**src/rtl/lif_pkg.sv**
```systemverilog
// Shared definitions for the leaky integrate-and-fire neuron datapaths.
package lif_pkg;

    // Layer sequencer states.
    typedef enum logic {
        IDLE = 1'b0,
        RUN  = 1'b1
    } state_t;

    // Post-fire membrane handling.
    localparam logic RST_ZERO = 1'b0;
    localparam logic RST_SUB  = 1'b1;

    // Ceiling log2; clog2(1) = 0.
    function automatic int clog2(input int value);
        int v;
        int r;
        v = value - 1;
        r = 0;
        while (v > 0) begin
            r++;
            v = v >> 1;
        end
        return r;
    endfunction

endpackage

```
**src/rtl/lif_update.sv**
```systemverilog
// Single-neuron membrane update: leak, integrate, saturate, threshold, reset.
// Purely combinational so it can sit behind either a serial layer
// sequencer or a standalone one-neuron tile.
module lif_update
    import lif_pkg::*;
#(
    parameter int U_BITS = 8,
    parameter int SUM_W  = 4
) (
    input  logic [U_BITS-1:0] i_u,
    input  logic [SUM_W-1:0]  i_sum,
    input  logic [U_BITS-1:0] i_theta,
    input  logic [2:0]        i_beta_shift,
    input  logic              i_reset_mode,
    output logic [U_BITS-1:0] o_u_next,
    output logic              o_fire
);

    localparam int V_W = U_BITS + 1;

    logic [U_BITS-1:0] w_leak;
    logic [V_W-1:0]    w_v;
    logic [U_BITS-1:0] w_v_sat;

    // Leak never exceeds u, so the subtraction cannot underflow; only the
    // add can carry into the extra bit, which then clamps to full scale.
    always_comb begin
        w_leak   = (i_beta_shift == 3'd0) ? '0 : (i_u >> i_beta_shift);
        w_v      = V_W'(i_u) - V_W'(w_leak) + V_W'(i_sum);
        w_v_sat  = w_v[U_BITS] ? '1 : w_v[U_BITS-1:0];
        o_fire   = (w_v_sat >= i_theta);
        o_u_next = w_v_sat;
        if (o_fire) begin
            o_u_next = (i_reset_mode == RST_SUB) ? (w_v_sat - i_theta) : '0;
        end
    end

endmodule

```
**src/rtl/lif_layer_tdm.sv**
```systemverilog
// Time-multiplexed layer of LIF neurons: one shared lif_update evaluates
// one neuron per cycle against a spike vector latched at start.
//
// state | meaning
// IDLE  | waiting for start; clear_state / weight shifting accepted
// RUN   | evaluating neuron r_idx, one per clock; done after the last one
module lif_layer_tdm
    import lif_pkg::*;
#(
    parameter int N_INPUTS  = 8,
    parameter int N_NEURONS = 16,
    parameter int U_BITS    = 8
) (
    input  logic                 clk,
    input  logic                 rst_n,
    input  logic [N_INPUTS-1:0]  x_in,
    input  logic                 start,
    input  logic [U_BITS-1:0]    theta,
    input  logic [2:0]           beta_shift,
    input  logic                 reset_mode,
    input  logic                 clear_state,
    input  logic [1:0]           w_in,
    input  logic                 w_shift_en,
    output logic                 busy,
    output logic                 done,
    output logic [N_NEURONS-1:0] spikes_out
);

    localparam int SUM_W  = clog2(N_INPUTS + 1);
    localparam int IDX_W  = (N_NEURONS > 1) ? clog2(N_NEURONS) : 1;
    localparam int W_BITS = N_NEURONS * N_INPUTS;

    state_t                r_state;
    state_t                w_next_state;
    logic [IDX_W-1:0]      r_idx;
    logic [N_INPUTS-1:0]   r_x;
    logic [U_BITS-1:0]     r_theta;
    logic [2:0]            r_beta;
    logic                  r_mode;
    logic [W_BITS-1:0]     r_w;
    logic [U_BITS-1:0]     r_u [N_NEURONS];
    logic [N_NEURONS-1:0]  r_shadow;
    logic [N_NEURONS-1:0]  r_spikes;
    logic                  r_done;

    logic                  w_idle_ops;
    logic                  w_start_ok;
    logic                  w_step;
    logic                  w_last;
    logic [N_INPUTS-1:0]   w_wsel;
    logic [SUM_W-1:0]      w_sum;
    logic [U_BITS-1:0]     w_u_cur;
    logic [U_BITS-1:0]     w_u_next;
    logic                  w_fire;
    logic [N_NEURONS-1:0]  w_shadow_upd;

    // State register.
    always_ff @(posedge clk) begin
        if (!rst_n) begin
            r_state <= IDLE;
        end else begin
            r_state <= w_next_state;
        end
    end

    // Next-state and per-cycle enables.
    always_comb begin
        w_next_state = r_state;
        w_idle_ops   = 1'b0;
        w_start_ok   = 1'b0;
        w_step       = 1'b0;
        w_last       = 1'b0;
        case (r_state)
            IDLE: begin
                w_idle_ops = 1'b1;
                if (start) begin
                    w_start_ok   = 1'b1;
                    w_next_state = RUN;
                end
            end
            RUN: begin
                w_step = 1'b1;
                if (r_idx == IDX_W'(N_NEURONS - 1)) begin
                    w_last       = 1'b1;
                    w_next_state = IDLE;
                end
            end
            default: w_next_state = IDLE;
        endcase
    end

    // Synaptic sum for the current neuron: weight row AND latched spikes, popcount.
    always_comb begin
        w_wsel  = r_w[r_idx*N_INPUTS +: N_INPUTS];
        w_u_cur = r_u[r_idx];
        w_sum   = '0;
        for (int i = 0; i < N_INPUTS; i++) begin
            w_sum = w_sum + SUM_W'(w_wsel[i] & r_x[i]);
        end
    end

    lif_update #(
        .U_BITS (U_BITS),
        .SUM_W  (SUM_W)
    ) u_update (
        .i_u          (w_u_cur),
        .i_sum        (w_sum),
        .i_theta      (r_theta),
        .i_beta_shift (r_beta),
        .i_reset_mode (r_mode),
        .o_u_next     (w_u_next),
        .o_fire       (w_fire)
    );

    // Shadow vector including the spike being produced this cycle, so the
    // final neuron's bit reaches spikes_out on the same edge.
    always_comb begin
        w_shadow_upd        = r_shadow;
        w_shadow_upd[r_idx] = w_fire;
    end

    // Datapath: idle housekeeping, step parameter latch, serial neuron updates.
    always_ff @(posedge clk) begin
        if (!rst_n) begin
            r_idx    <= '0;
            r_x      <= '0;
            r_theta  <= '0;
            r_beta   <= '0;
            r_mode   <= RST_ZERO;
            r_w      <= '0;
            r_shadow <= '0;
            r_spikes <= '0;
            r_done   <= 1'b0;
            for (int k = 0; k < N_NEURONS; k++) begin
                r_u[k] <= '0;
            end
        end else begin
            r_done <= 1'b0;
            if (w_idle_ops) begin
                if (clear_state) begin
                    for (int k = 0; k < N_NEURONS; k++) begin
                        r_u[k] <= '0;
                    end
                end
                if (w_shift_en) begin
                    r_w <= {w_in, r_w[W_BITS-1:2]};
                end
                if (w_start_ok) begin
                    r_x     <= x_in;
                    r_theta <= theta;
                    r_beta  <= beta_shift;
                    r_mode  <= reset_mode;
                    r_idx   <= '0;
                end
            end
            if (w_step) begin
                r_u[r_idx] <= w_u_next;
                r_shadow   <= w_shadow_upd;
                r_idx      <= w_last ? '0 : (r_idx + IDX_W'(1));
                if (w_last) begin
                    r_spikes <= w_shadow_upd;
                    r_done   <= 1'b1;
                end
            end
        end
    end

    assign busy       = (r_state == RUN);
    assign done       = r_done;
    assign spikes_out = r_spikes;

endmodule

```
**config.mk**
```make
export PLATFORM = sky130hd
export DESIGN_NAME = lif_layer_tdm
export DESIGN_NICKNAME = d
export VERILOG_FILES = /design/src/rtl/lif_pkg.sv /design/src/rtl/lif_update.sv /design/src/rtl/lif_layer_tdm.sv
export SDC_FILE = /design/constraint.sdc
export NUM_CORES = 1
export LEC_CHECK = 0
export CAP_MARGIN = 15
export CORE_ASPECT_RATIO = 1.2
export CORE_UTILIZATION = 45
export CTS_CLUSTER_DIAMETER = 50
export DETAILED_ROUTE_END_ITERATION = 10
export GPL_ROUTABILITY_DRIVEN = 0
export PLACE_DENSITY = 0.66
export REMOVE_ABC_BUFFERS = 1
export SYNTH_ARGS = -nofsm -noshare
export SYNTH_HDL_FRONTEND = slang
export SYNTH_SLANG_ARGS = --single-unit
```
**constraint.sdc**
```tcl
create_clock -name clk -period 14.7 [get_ports clk]
set_input_delay 2.94 -clock clk [delete_from_list [all_inputs] [get_ports clk]]
set_output_delay 2.94 -clock clk [all_outputs]
set_load 0.005 [all_outputs]
```
== Word-level counts from Yosys, hierarchy flattened ==
Memories as Yosys holds them, arrays and structs flattened. A register that Yosys moved wholly into a read port is not among the register bits.
Cells that the tools add are included.
Word-level totals
  register bits: 186
  RAM bits: 128
  bits of input ports: 27
  word-level logic and storage cells: 111
  memories: 1
Operators by class
  $lt $le $gt $ge: 3
  shifts and indexed selects: 2
  reduce and logical (&&, ||, !) cells: 9
  bitwise gates (word level): 25
  mux-type cells: 48
  $add $sub $neg: 11
  eq/ne operators: 2
Memories
  r_u: depth 16, width 8, rd ports 1, clocked after memory_dff 1, wr ports 16, RTL line lif_layer_tdm.sv:41  | logic [U_BITS-1:0] r_u [N_NEURONS];
Operators by type and width (number)
  $mux W8: 21
  $shiftx A128 B8 Y8: 1
  $mux W4: 7
  $mux W1: 17
  $add A4 B1 Y4: 4
  $bwmux W16: 1
  $or A1 B1 Y1: 16
  $reduce_and A2 Y1: 5
  $add A9 B4 Y9: 1
  $sub A8 B8 Y9: 1
  $and A1 B1 Y1: 8
  $ge A8 B8 Y1: 1
  $reduce_or A8 Y1: 1
  $shr A8 B3 Y8: 1
  $sub A8 B8 Y8: 1
  $lt A4 B5 Y1 const B: 1
  $add A3 B1 Y4: 1
  $add A4 B1 Y4 const B: 1
  $demux W1 S4: 1
  $eq A4 B4 Y1 const B: 1
  $ge A4 B1 Y1 const B: 1
  $add A2 B1 Y3: 1
  $logic_not A3 Y1: 1
  $add A1 B1 Y2: 1
  5 further kinds: 5

== Logic depth before layout (Yosys ltp) ==
  word-level depth: 15
  depth in mapped cells: 30
  gate-level depth less buffers: 25

== By module ==
A second synthesis with hierarchy kept.
Unflattened totals
  cells, all modules: 1543
  area total of the unflattened synthesis: 15127.0 µm²
By module, submodules not included
  lif_layer_tdm: area each 13859.5 µm², cells each 1361, times used 1, seq. area each 7627.3 µm²
  lif_update: area each 1267.5 µm², cells each 182, times used 1, seq. area each 0.0 µm²

== Worst setup path after synthesis ==
Ideal clock, no wire load.
  path kind: register to register
  from: register r_idx[0]
  to: memory r_u[4][1], data pin
  buffers on the path: 4
  slack: 7390 ps
  required time: 14438 ps
  data arrival time: 7049 ps
  stages on the path, launching flop included: 26
  cells stage by stage: dfxtp_1 buf_2 buf_1 mux4_2 mux4_2 nand2_1 fa_1 fa_1 fa_1 fa_1 inv_1 fa_1 a211oi_1 o21ai_1 a21o_1 and3_1 ha_1 fa_1 nor2b_1 o31a_1 o31a_1 o22a_1 buf_4 mux2i_4 buf_2 nor2_1
RTL lines
  from (decl): RTL line lif_layer_tdm.sv:35  | logic [IDX_W-1:0] r_idx;
  from (signal assigned): RTL line lif_layer_tdm.sv:159  | r_idx <= w_last ? '0 : (r_idx + IDX_W'(1));
  to (decl): RTL line lif_layer_tdm.sv:41

==> results.py <==
metrics = {
    "status": {
        "outcome": "completed",
    },
    "drt": {
        "post_drt_wl_per_cell_um": 18.9,
        "drc_errors": 0,
        "avgViaCountPerCell": 5.54,
        "drt-pass1-iter-count": 5,
        "drtAntennaViolNets": 0,
        "wl_um": 36200,
        "drtIter0Drc": 753,
        "via_count": 10600,
    },
    "global_routing": {
        "grt_pass1_wl_um": 58100,
        "grt_max_degree": 125,
        "grt_use_met1_pct": 27.2,
        "antenna_found_initial": 0,
        "grt_usage_pct": 21.7,
        "grt_pass1_vias": 10700,
        "use_met3_pct": 3.53,
        "grt_busiest_layer": "met2",
        "use_met2_pct": 37.2,
        "grt_overflow": 0,
    },
    "floorplanning": {
        "die_width_um": 170,
        "coreArea_sq_mm": 0.0332,
        "die-area_sq_mm": 0.0347,
        "die_y_um": 204,
        "start_util_pct": 45.9,
        "ioPinCount": 45,
        "num_rows": 73,
    },
    "hold_path": {
        "hold_class": "flip-flop to flip-flop",
        "min_from": "spikes_out[13]",
    },
    "cells_and_area": {
        "drive_gt1_share_pct": 10.5,
        "fin_cells": 1920,
        "fill_cells": 2983,
        "fin_nets": 1518,
        "area_growth_pct": 12.0,
        "antennaDiodeCount": 0,
        "design_area_sq_mm": 0.0171,
    },
    "clocking": {
        "cts_tree": "done",
        "clockBufferDepth": 3,
        "postCtsHoldBufs": 0,
        "cts_resized": 0,
        "postCtsSetupBuffers": 0,
        "numCtsBuffers": 36,
        "htree_levels": 2,
        "cts_sinks": 317,
        "path_clk_slew_ps": 60,
        "clock_latency_ps": 530,
        "root_buffer": "clkbuf_16",
    },
    "synthesis": {
        "synthTopCellsByArea": "edfxtp_1 25%, dfxtp_1 25%, mux4_2 8.9%, nand2_1 8.9%, a21boi_0 7.4%",
        "yosysSeqAreaShare_pct": 50.0,
        "yosysTopAreaCell": "edfxtp_1",
        "ys_types": 61,
        "dominantRegCellSynth": "dfxtp_1",
        "yosysWarningCount": 0,
        "synthArstFlopShare_pct": 0,
        "avgSynthCellArea_sq_um": 10.5,
        "ys_ff_latch": 317,
        "synth_top_area_share_pct": 25.2,
        "synth-edff-count": 128,
        "syn-instance-count": 1451,
        "synth_area_sq_mm": 0.0153,
    },
    "critical_path": {
        "cp_data_arrival_time_ps": 8890,
        "cp_max_fo": 30,
        "end_kind": "flip-flop",
        "critPathKind": "flip-flop to flip-flop",
        "crit_required_ps": 14950,
        "critPathLaunchType": "flip-flop",
    },
    "run": {
        "drv_cap": 0,
    },
    "power": {
        "pwr_density_cell_mw_per_mm2": 147,
        "leakagePower_nw": 5.82,
        "total_power_mw": 2.52,
        "ir_drop_v": 0.0000973,
    },
    "timing": {
        "fin_skew_ps": 23.6,
        "setup_viol": 0,
        "hold_viol": 0,
        "max_freq_mhz": 116,
        "period_share_pct": 58.8,
        "tightest_slew_ps": 1070,
        "period_needed_ps": 8640,
        "slew_headroom_pct": 28.8,
        "final_max_slew_viol_count": 0,
        "setup_tns_ps": 0,
        "holdWs_ps": 455,
        "rsz0062_at_grt": "no",
    },
    "placed_design": {
        "portBuffers": 44,
        "hpwlAfterDp_um": 23900,
        "place_area_sq_mm": 0.0160,
        "dp_cells": 1856,
    },
}
## power by group
part,internal [mW],total [mW],switching [mW]
combinational,0.240,0.689,0.449
clock,0.504,0.870,0.366
sequential,0.944,0.959,0.0142
## kinds of logic (layout without fill, tap and decap cells)
kind of cell | count (synthesis) | after routing | synth area share, %
other | 1 | 1 | 0.0246
AO/OA/AOI/OAI | 270 | 270 | 12.7
AND/OR/NAND/NOR | 567 | 567 | 15.4
buffers and inverters | 126 | 145 | 3.41
multiplexers | 119 | 119 | 14.1
adder cells (fa/ha/maj) | 47 | 47 | 4.25
flip-flops | 317 | 317 | 50.0
XOR/XNOR | 4 | 4 | 0.230
## per-stage QoR
stage	worst slack (ps)	util [%]
final	6060	51.4
after global routing	5450	51.4
after CTS	6040	51.4
after detailed placement	6050	48.0
after global placement	6190	48.0
after floorplan	6270	-
## metal layers
layer | wire length, um | vias to the layer above
met4 | 1230 | 0
met1 | 14800 | 5149
li1 | - | 5100
met3 | 2060 | 65
met5 | 0 | -
met2 | 18200 | 319
## Yosys cell counts, types with 11 or more instances
cell type and number:
clkbuf_1 72, edfxtp_1 128, nor2b_1 35, buf_2 20, nand3_1 28, nand2_1 360
a21oi_1 40, nor3_1 22, mux2i_1 40, ha_1 39, mux4_2 60, inv_1 24
nor2_1 95, a22o_1 12, a21boi_0 151, o21ai_0 11, dfxtp_1 189
## cells in the final DEF, fill, tap and decap left out, drive strengths merged, types with 3 or more instances in the layout
master / n
a211oi: 7
a21boi: 154
a21o: 3
a21oi: 40
a22o: 12
a22oi: 6
a31oi: 3
and2: 3
and3: 5
buf: 13
clkbuf: 46
clkdlybuf4s50: 43
clkinv: 11
clkinvlp: 4
dfxtp: 189
edfxtp: 128
fa: 8
ha: 39
inv: 27
mux2: 7
mux2i: 44
mux4: 68
nand2: 360
nand2b: 4
nand3: 28
nor2: 95
nor2b: 35
nor3: 22
o21a: 5
o21ai: 19
o21bai: 3
o22ai: 5
or2: 5
or3: 3
xnor2: 3
## flip-flops by register name (all words and copies together) (netlist names), named ones only
signal and flops:
r_u 128, r_w 128, spikes_out 16, r_shadow 15
r_theta 8, r_x 8, r_idx 4, r_beta 3
busy 1, done 1, r_mode 1
## final timing paths
path	end	slack, ps	depth (start not counted)
setup / recovery	r_u[6][2]	6060	25
hold / removal	spikes_out[13]	450	2
setup reg to reg	r_u[6][2]	6060	25
hold reg to reg	spikes_out[13]	450	2
## cell type report
cell class,count,area (sq um),share of cell area (%)
Sequential cell,317,7630,44.6
Tap cell,450,563,3.29
Timing Repair Buffer,56,528,3.09
Inverter,25,93.8,0.549
Clock inverter,18,149,0.871
Multi-Input combinational cell,1008,7140,41.7
Clock buffer,46,1000,5.85
## critical path: stages, from the launching register on
cell and delay, ps:
dfxtp_2 990, mux4_2 610, mux2i_1 250, mux2i_1 230, a32o_1 320, a31oi_1 150
o211ai_1 140, ha_1 340, fa_1 510, fa_1 570, fa_1 190, inv_1 50
fa_1 410, a211oi_1 340, o21ai_1 150, a21o_1 250, and3_1 230, ha_1 200
fa_1 380, nor2b_1 190, o31a_1 190, o31a_1 190, o22a_1 400, buf_4 370
mux2i_4 570, nor2_1 110
(Power assumes the default switching activity.)
